$ cat src/rtl/rggen_wide_register_atomic.sv
// ---------------------------------------------------------------------------
// rggen_wide_register_atomic
//
// Register front-end for a register wider than the bus
// (DATA_WIDTH = WORDS * BUS_WIDTH).
//
// Its job:
//   - decode the WORDS bus words of the register
//   - collect partial writes and hand them to the bit fields as one write
//   - take a snapshot of the whole register on a word-0 read, so that the
//     later words read back consistently
//   - add WAIT_CYCLES wait states before each bus response
//
// Ports:
//   i_clk, i_rst_n            clock, asynchronous active-low reset
//   i_register_valid          bus request valid, held until ready
//   i_register_access         bit0: 1=write, 0=read (bit1 unused)
//   i_register_address        byte address
//   i_register_write_data     write data for one bus word
//   i_register_strobe         per-bit write mask for one bus word
//   o_register_active         address hits this register (combinational)
//   o_register_ready          one-cycle response pulse
//   o_register_status         2'b00 OKAY, 2'b10 SLVERR
//   o_register_read_data      read data, valid with ready
//   o_bit_field_read_valid    read strobe to the bit fields
//   o_bit_field_write_valid   write strobe to the bit fields
//   o_bit_field_mask          full-width write mask to the bit fields
//   o_bit_field_write_data    full-width write data to the bit fields
//   i_bit_field_read_data     current full-width bit-field value
// ---------------------------------------------------------------------------
module rggen_wide_register_atomic #(
  parameter int ADDRESS_WIDTH  = 8,
  parameter int OFFSET_ADDRESS = 0,
  parameter int BUS_WIDTH      = 32,
  parameter int DATA_WIDTH     = 64,
  parameter int READABLE       = 1,
  parameter int WRITABLE       = 1,
  parameter int ATOMIC_WRITE   = 1,
  parameter int ATOMIC_READ    = 1,
  parameter int WAIT_CYCLES    = 0
) (
  input  logic                     i_clk,
  input  logic                     i_rst_n,
  input  logic                     i_register_valid,
  input  logic [1:0]               i_register_access,
  input  logic [ADDRESS_WIDTH-1:0] i_register_address,
  input  logic [BUS_WIDTH-1:0]     i_register_write_data,
  input  logic [BUS_WIDTH-1:0]     i_register_strobe,
  output logic                     o_register_active,
  output logic                     o_register_ready,
  output logic [1:0]               o_register_status,
  output logic [BUS_WIDTH-1:0]     o_register_read_data,
  output logic                     o_bit_field_read_valid,
  output logic                     o_bit_field_write_valid,
  output logic [DATA_WIDTH-1:0]    o_bit_field_mask,
  output logic [DATA_WIDTH-1:0]    o_bit_field_write_data,
  input  logic [DATA_WIDTH-1:0]    i_bit_field_read_data
);

  localparam int WORDS          = DATA_WIDTH / BUS_WIDTH;
  localparam int BYTES_PER_WORD = BUS_WIDTH / 8;
  localparam int IDX_W          = (WORDS > 1) ? $clog2(WORDS) : 1;
  localparam int CNT_W          = 4;
  localparam bit USE_AW         = (ATOMIC_WRITE != 0) && (WORDS > 1);
  localparam bit USE_AR         = (ATOMIC_READ != 0) && (WORDS > 1);

  localparam logic [ADDRESS_WIDTH:0] ADDR_LO  = (ADDRESS_WIDTH+1)'(OFFSET_ADDRESS);
  localparam logic [ADDRESS_WIDTH:0] ADDR_HI  = (ADDRESS_WIDTH+1)'(OFFSET_ADDRESS + DATA_WIDTH / 8);
  localparam logic [IDX_W-1:0]       LAST_IDX = IDX_W'(WORDS - 1);
  localparam logic [1:0]             STATUS_OKAY   = 2'b00;
  localparam logic [1:0]             STATUS_SLVERR = 2'b10;

  typedef enum logic [1:0] {
    ST_IDLE = 2'b00,
    ST_WAIT = 2'b01,
    ST_ACK  = 2'b10
  } state_e;

  state_e                 state_q,        state_d;
  logic [CNT_W-1:0]       wait_cnt_q,     wait_cnt_d;
  logic                   req_write_q,    req_write_d;
  logic [IDX_W-1:0]       req_index_q,    req_index_d;
  logic [BUS_WIDTH-1:0]   req_wdata_q,    req_wdata_d;
  logic [BUS_WIDTH-1:0]   req_strobe_q,   req_strobe_d;
  logic [DATA_WIDTH-1:0]  wbuf_data_q,    wbuf_data_d;
  logic [DATA_WIDTH-1:0]  wbuf_mask_q,    wbuf_mask_d;
  logic [DATA_WIDTH-1:0]  snap_q,         snap_d;
  logic                   snap_valid_q,   snap_valid_d;
  logic                   ready_q,        ready_d;
  logic [1:0]             status_q,       status_d;
  logic [BUS_WIDTH-1:0]   read_data_q,    read_data_d;
  logic                   read_valid_q,   read_valid_d;
  logic                   write_valid_q,  write_valid_d;
  logic [DATA_WIDTH-1:0]  mask_q,         mask_d;
  logic [DATA_WIDTH-1:0]  write_data_q,   write_data_d;

  logic [ADDRESS_WIDTH-1:0] rel_addr_s;
  logic                     in_range_s;
  logic                     aligned_s;
  logic [IDX_W-1:0]         word_index_s;
  logic                     accept_s;
  logic                     go_ack_s;
  logic                     cur_write_s;
  logic [IDX_W-1:0]         cur_index_s;
  logic [BUS_WIDTH-1:0]     cur_wdata_s;
  logic [BUS_WIDTH-1:0]     cur_strobe_s;
  logic [DATA_WIDTH-1:0]    place_mask_s;
  logic [DATA_WIDTH-1:0]    place_data_s;
  logic                     unused_access_s;

  assign unused_access_s = i_register_access[1];

  // Address decode: in-range and word-aligned, plus the word index.
  assign rel_addr_s   = i_register_address - ADDRESS_WIDTH'(OFFSET_ADDRESS);
  assign in_range_s   = ({1'b0, i_register_address} >= ADDR_LO) &&
                        ({1'b0, i_register_address} <  ADDR_HI);
  assign aligned_s    = (rel_addr_s % ADDRESS_WIDTH'(BYTES_PER_WORD)) == {ADDRESS_WIDTH{1'b0}};
  assign word_index_s = IDX_W'(rel_addr_s / ADDRESS_WIDTH'(BYTES_PER_WORD));
  assign o_register_active = in_range_s && aligned_s;

  assign accept_s = (state_q == ST_IDLE) && i_register_valid && o_register_active;

  // Request being answered: live bus inputs when the response is produced on
  // the accept edge itself (no wait states), the captured copy otherwise.
  always_comb begin
    if (state_q == ST_IDLE) begin
      cur_write_s  = i_register_access[0];
      cur_index_s  = word_index_s;
      cur_wdata_s  = i_register_write_data;
      cur_strobe_s = i_register_strobe;
    end else begin
      cur_write_s  = req_write_q;
      cur_index_s  = req_index_q;
      cur_wdata_s  = req_wdata_q;
      cur_strobe_s = req_strobe_q;
    end
    place_mask_s = DATA_WIDTH'(cur_strobe_s) << (int'(cur_index_s) * BUS_WIDTH);
    place_data_s = DATA_WIDTH'(cur_wdata_s)  << (int'(cur_index_s) * BUS_WIDTH);
  end

  // Next-state logic: FSM, request capture, buffers and registered response.
  always_comb begin
    state_d       = state_q;
    wait_cnt_d    = wait_cnt_q;
    req_write_d   = req_write_q;
    req_index_d   = req_index_q;
    req_wdata_d   = req_wdata_q;
    req_strobe_d  = req_strobe_q;
    wbuf_data_d   = wbuf_data_q;
    wbuf_mask_d   = wbuf_mask_q;
    snap_d        = snap_q;
    snap_valid_d  = snap_valid_q;
    ready_d       = 1'b0;
    status_d      = STATUS_OKAY;
    read_data_d   = {BUS_WIDTH{1'b0}};
    read_valid_d  = 1'b0;
    write_valid_d = 1'b0;
    mask_d        = {DATA_WIDTH{1'b0}};
    write_data_d  = {DATA_WIDTH{1'b0}};
    go_ack_s      = 1'b0;

    case (state_q)
      ST_IDLE: begin
        if (accept_s) begin
          req_write_d  = i_register_access[0];
          req_index_d  = word_index_s;
          req_wdata_d  = i_register_write_data;
          req_strobe_d = i_register_strobe;
          if (WAIT_CYCLES > 0) begin
            state_d    = ST_WAIT;
            wait_cnt_d = CNT_W'(WAIT_CYCLES - 1);
          end else begin
            state_d  = ST_ACK;
            go_ack_s = 1'b1;
          end
        end else begin
          state_d = ST_IDLE;
        end
      end
      ST_WAIT: begin
        if (wait_cnt_q == {CNT_W{1'b0}}) begin
          state_d  = ST_ACK;
          go_ack_s = 1'b1;
        end else begin
          wait_cnt_d = wait_cnt_q - CNT_W'(1);
        end
      end
      ST_ACK: begin
        state_d = ST_IDLE;
      end
      default: begin
        state_d = ST_IDLE;
      end
    endcase

    // The response is computed on the edge that enters ACK so that every
    // bus and bit-field output is a flop during the ACK cycle.
    if (go_ack_s) begin
      ready_d = 1'b1;
      if (cur_write_s) begin
        if (WRITABLE == 0) begin
          status_d = STATUS_SLVERR;
        end else if (USE_AW && (cur_index_s != LAST_IDX)) begin
          // Lower words only update the buffer; new strobe bits overwrite.
          wbuf_mask_d = wbuf_mask_q | place_mask_s;
          wbuf_data_d = (wbuf_data_q & ~place_mask_s) | (place_data_s & place_mask_s);
        end else if (USE_AW) begin
          write_valid_d = 1'b1;
          mask_d        = wbuf_mask_q | place_mask_s;
          write_data_d  = (wbuf_data_q & ~place_mask_s) | (place_data_s & place_mask_s);
          wbuf_mask_d   = {DATA_WIDTH{1'b0}};
          wbuf_data_d   = {DATA_WIDTH{1'b0}};
          snap_valid_d  = 1'b0;
        end else begin
          write_valid_d = 1'b1;
          mask_d        = place_mask_s;
          write_data_d  = place_data_s;
          snap_valid_d  = 1'b0;
        end
      end else begin
        if (READABLE == 0) begin
          status_d = STATUS_SLVERR;
        end else if (USE_AR && (cur_index_s == {IDX_W{1'b0}})) begin
          read_valid_d = 1'b1;
          snap_d       = i_bit_field_read_data;
          snap_valid_d = 1'b1;
          read_data_d  = BUS_WIDTH'(i_bit_field_read_data);
        end else if (USE_AR && snap_valid_q) begin
          // Coherent upper word: no strobe, so no read side effects.
          read_data_d = BUS_WIDTH'(snap_q >> (int'(cur_index_s) * BUS_WIDTH));
        end else begin
          read_valid_d = 1'b1;
          read_data_d  = BUS_WIDTH'(i_bit_field_read_data >> (int'(cur_index_s) * BUS_WIDTH));
        end
      end
    end else begin
      ready_d = 1'b0;
    end
  end

  // State and output registers with asynchronous reset.
  always_ff @(posedge i_clk or negedge i_rst_n) begin
    if (!i_rst_n) begin
      state_q       <= ST_IDLE;
      wait_cnt_q    <= {CNT_W{1'b0}};
      req_write_q   <= 1'b0;
      req_index_q   <= {IDX_W{1'b0}};
      req_wdata_q   <= {BUS_WIDTH{1'b0}};
      req_strobe_q  <= {BUS_WIDTH{1'b0}};
      wbuf_data_q   <= {DATA_WIDTH{1'b0}};
      wbuf_mask_q   <= {DATA_WIDTH{1'b0}};
      snap_q        <= {DATA_WIDTH{1'b0}};
      snap_valid_q  <= 1'b0;
      ready_q       <= 1'b0;
      status_q      <= STATUS_OKAY;
      read_data_q   <= {BUS_WIDTH{1'b0}};
      read_valid_q  <= 1'b0;
      write_valid_q <= 1'b0;
      mask_q        <= {DATA_WIDTH{1'b0}};
      write_data_q  <= {DATA_WIDTH{1'b0}};
    end else begin
      state_q       <= state_d;
      wait_cnt_q    <= wait_cnt_d;
      req_write_q   <= req_write_d;
      req_index_q   <= req_index_d;
      req_wdata_q   <= req_wdata_d;
      req_strobe_q  <= req_strobe_d;
      wbuf_data_q   <= wbuf_data_d;
      wbuf_mask_q   <= wbuf_mask_d;
      snap_q        <= snap_d;
      snap_valid_q  <= snap_valid_d;
      ready_q       <= ready_d;
      status_q      <= status_d;
      read_data_q   <= read_data_d;
      read_valid_q  <= read_valid_d;
      write_valid_q <= write_valid_d;
      mask_q        <= mask_d;
      write_data_q  <= write_data_d;
    end
  end

  assign o_register_ready        = ready_q;
  assign o_register_status       = status_q;
  assign o_register_read_data    = read_data_q;
  assign o_bit_field_read_valid  = read_valid_q;
  assign o_bit_field_write_valid = write_valid_q;
  assign o_bit_field_mask        = mask_q;
  assign o_bit_field_write_data  = write_data_q;

  rggen_wide_register_atomic_checker u_checker (
    .i_clk     (i_clk),
    .i_rst_n   (i_rst_n),
    .i_waiting (state_q == ST_WAIT),
    .i_valid   (i_register_valid),
    .i_ready   (ready_q)
  );

endmodule

// ---------------------------------------------------------------------------
// rggen_wide_register_atomic_checker
//
// Bus protocol properties for the register front-end.
//   i_clk, i_rst_n  clock and reset
//   i_waiting       a request has been accepted and its response is pending
//   i_valid         bus request valid
//   i_ready         bus response pulse
// ---------------------------------------------------------------------------
module rggen_wide_register_atomic_checker (
  input logic i_clk,
  input logic i_rst_n,
  input logic i_waiting,
  input logic i_valid,
  input logic i_ready
);

  // The master must keep valid asserted while its response is pending.
  a_valid_held : assert property (@(posedge i_clk) disable iff (!i_rst_n)
    i_waiting |-> i_valid);

  // The response is a single-cycle pulse.
  a_ready_pulse : assert property (@(posedge i_clk) disable iff (!i_rst_n)
    i_ready |=> !i_ready);

endmodule

$ cat config.mk
export PLATFORM = sky130hd
export DESIGN_NAME = rggen_wide_register_atomic
export DESIGN_NICKNAME = d
export VERILOG_FILES = /design/src/rtl/rggen_wide_register_atomic.sv
export SDC_FILE = /design/constraint.sdc
export NUM_CORES = 1
export LEC_CHECK = 0
export CAP_MARGIN = 20
export CORE_MARGIN = 8
export CORE_UTILIZATION = 56
export CTS_BUF_LIST = sky130_fd_sc_hd__clkbuf_16
export CTS_CLUSTER_SIZE = 40
export DETAILED_ROUTE_END_ITERATION = 7
export PLACE_DENSITY = 0.85
export SYNTH_ARGS = -nofsm -noshare
export SYNTH_HDL_FRONTEND = slang
export SYNTH_HIERARCHICAL = 1
export SYNTH_SLANG_ARGS = --single-unit
$ cat constraint.sdc
create_clock -name i_clk -period 6.8 [get_ports i_clk]
set_input_delay 1.02 -clock i_clk [delete_from_list [all_inputs] [get_ports i_clk]]
set_output_delay 1.02 -clock i_clk [all_outputs]
set_load 0.1 [all_outputs]
# == Yosys cells after proc, flatten, opt, wreduce, memory -nomap -nowiden ==
# Cells that the tools add are included.
# totals
regBits,428
# classes
n_shift,4
n_bitwise,8
magnitude_cmp,1
add_sub_neg,1
n_eq_ne,4
n_reduce_logical,11
mux,33
# ops
operator,n
64-bit two-way mux,8
32-bit two-way mux,6
64-bit bitwise AND,2
64-bit bitwise OR,2
32-bit by 6-bit << shifter with 64-bit output,2
64-bit by 6-bit right shift with 32-bit output,2
64-bit inverter,1
1-bit two-way mux,15
8-bit zero test,1
8-bit by 4-bit less-than comparator with 1-bit output (second input constant),1
2-bit AND reduction,3
3-bit AND reduction,2
4-bit zero test,1
2-bit two-way mux,2
2-bit != test (second input constant),2
2-bit case mux with 2 select lines,1
4-bit by 1-bit subtractor with 4-bit output (second input constant),1
1-bit logical AND,3
1-bit inverter,3
2-bit by 1-bit equality test with 1-bit output (second input constant),1
2-bit zero test,1
2-bit by 1-bit != test with 1-bit output (second input constant),1
1-bit case mux with 2 select lines,1

# == Depth between registers and ports, before layout ==
# depth
word_depth,9
ltp_mapped,8
ltp_nobuf,4

# == Worst setup path after synthesis ==
# Ideal clock, no wire load.
# synth_timing
path_kind,input to output
start,input port i_register_address[5]
end,output port o_register_active
path_slack_ns,3.046
stages,5
arrival_ns,2.734
path_buffers,3
path_cell_list,nor4_2 buf_4 buf_2 buf_1 and2_1
# synth_via
elab_chain_len,2
# synth_rtl
element,line_no,rtl
"start, declared",46,"input logic [ADDRESS_WIDTH-1:0] i_register_address,"
8-bit by 4-bit less-than comparator with 1-bit output,116,"({1'b0, i_register_address} < ADDR_HI);"
1-bit logical AND,119,assign o_register_active = in_range_s && aligned_s;
"end, declared",49,"output logic o_register_active,"
# No other way between the ends.

# == Worst setup path in the final report ==
# Same ends and word-level chain as after synthesis.

==> reports/metrics.csv <==
metric,value,unit
core.rowCount,61,
async_reset_ff_frac,1.00,
crit_required,5780,ps
synth_top_area_cell,dfrtp_1,
fin_crit_sh,0.616,
vdd_drop_max,0.000190,V
final_net_count,1661,
synth_most_common_cell,dfrtp_1,
drive_gt1_frac,0.142,
skew,21.2,ps
postCtsHoldBufs,0,
synth_seq_area_share,0.622,
post_synth_mux_area_share,0.117,
rsz0062_at_grt,false,
ys_ff_latch,390,
cts_buffer_depth,3,
final_area,0.0203,mm2
overflow,0,
grt_max_degree,161,
hold_viol,0,
drc,0,
seq_area,0.00976,mm2
synth-xor-area-share,0,
power.density,248,mW/mm2
relSlewSlack,0.269,
drt_iter0_markers,1022,
cts_root_buf,clkbuf_16,
fin_ws,2610,ps
vias,11700,
crit_fanout,3,
min_path_type,reg -> reg,
syn_inst,1259,
ys_warn_count,6,
avgSynthCellArea,12.5,um2
cts.sinks,390,
ant_nets,0,
synth_cell_types,36,
placed_area,0.0189,mm2
fmax,239,MHz
grt_pass1_vias,12300,
cp-end-kind,output pin,
wl_per_cell,22.1,um
cts_resized,0,
synth-adder-area-share,0.00160,
avgViaCountPerCell,6.06,
routed_wl,42.6,mm
status,finished clean,
start_util,0.566,
grt_first_pass_wirelength,66.9,mm
max_cap_viol_count,0,
grt.total_usage,0.250,
synth_edf_count,0,
hpwlAfterDp,26.1,mm
arrival,3170,ps
portBuffers,303,
regToRegSetupSlack,3050,ps
worst_skew_pair.late_latency,530,ps
ys.flop_type,dfrtp_1,
setup_viol,0,
cts_made_buffers,41,
antenna_found_initial,4,
crit_type,in -> out,
startpoint_type,input pin,
fin_util,0.733,
dieWidth,183,um
final.fill_count,1758,
worstMarginPinSlew,1090,ps
setup_tns,0,ps
final_max_slew_viol_count,0,
synth_area_leaders,"dfrtp_1 62%, mux2_2 9.3%, a41oi_1 3.6%",
pre_cts_ws,2540,ps
syn_to_final_growth,29.4,%
postCtsSetupRepairBufs,0,
period_needed,4190,ps
synth_top_family_by_area,simple AND/OR/NAND/NOR gates,
tritoncts,yes,
syn-cell-area,0.0157,mm2
h-tree-depth,2,
clk_pin_slew,60,ps
pin_count,307,
p_leak,9.56,nW
die_h,183,um
die_area,0.0336,mm2
yosysTopAreaCellShare,0.622,
yosys.area_share.simple,0.133,
gp_congestion,0.797,
core,0.0277,mm2
synth_common_cells,"390 x dfrtp_1, 130 x mux2_2, 128 x nor2_1",
drt_pass1_iterations,5,
synth_compound_area_frac,0.0927,
multi_input_area,0.00545,mm2
registers in the layout, indices dropped and copies added, names as in the netlist:
name / cells
wbuf_data_q: 64
req_index_q: 1
wbuf_mask_q: 64
snap_q: 32
req_wdata_q: 32
o_bit_field_mask: 64
o_register_read_data: 32
req_write_q: 1
state_q: 1
snap_valid_q: 1
req_strobe_q: 32
o_bit_field_write_data: 64
o_bit_field_read_valid: 1
o_bit_field_write_valid: 1
layer usage:
layer / global-route usage / up-vias / part of all wire
met4: 0.0875 / 6 / 0.028
met1: 0.315 / 5951 / 0.40
met2: 0.422 / 529 / 0.50
met5: 0 / - / 0.00096
li1: - / 5088 / -
met3: 0.0556 / 116 / 0.076
final timing paths:
path                                       startpoint              endpoint  cells after the start
worst max-delay path            i_register_address[5]     o_register_active                      4
worst min-delay path                  wbuf_mask_q[29]       wbuf_mask_q[29]                      2
worst max register to register             state_q[1]            snap_q[58]                      6
worst min register to register        wbuf_mask_q[29]       wbuf_mask_q[29]                      2
max in group asynchronous                     i_rst_n            state_q[1]                      2
min in group asynchronous                     i_rst_n  o_bit_field_mask[50]                      1
layout by cell type (no fill, tap or decap), drive strengths merged, types with 3 or more instances in the layout:
cell             n
dfrtp          390
clkdlybuf4s50  302
mux2           130
nor2           128
and3            66
nor2b           65
a41oi           64
clkbuf          42
mux2i           34
a21oi           33
nor3            33
nor4            33
a211oi          32
nand2           32
nand2b          32
o22ai           32
o221ai          32
buf             20
clkinv          16
inv             10
bufinv           7
nand4            3
area by class of cell:
cell class              count  area share
diodes                      1    0.000123
clock buffers              42      0.0518
clock inverters            33      0.0164
inverters                   2    0.000493
multi-input cells         761       0.268
flip-flops and latches    390       0.481
well taps                 378      0.0233
repair buffers            322       0.159
critical path, stage by stage:
cell and delay [ps]:
clkdlybuf4s50_1 440, nor4_4 390, and2_1 180, clkdlybuf4s50_1 1130
power breakdown:
| part | switching, mW | internal, mW | total [mW] |
|---|---|---|---|
| combinational | 0.184 | 0.154 | 0.338 |
| sequential | 0.0435 | 2.38 | 2.42 |
| clock | 0.887 | 1.38 | 2.27 |
cell families (layout without fill, tap and decap cells):
group,count (synthesis),count (layout)
adder cells (fa/ha/maj),2,2
buffers and inverters,109,399
other,1,3
AO/OA/AOI/OAI,194,194
AND/OR/NAND/NOR,399,399
multiplexers,164,164
flip-flops,390,390
through the flow:
step           total power, mW  instances  hold WS [ps]
2_1_floorplan             2.60       1260           458
3_3_place_gp              2.78       1851           474
3_5_place_dp              2.80       1852           478
4_1_cts                   5.06       1927           494
5_1_grt                   5.20       1929           509
6_report                  5.03       1929           491
(Power assumes the default switching activity.)
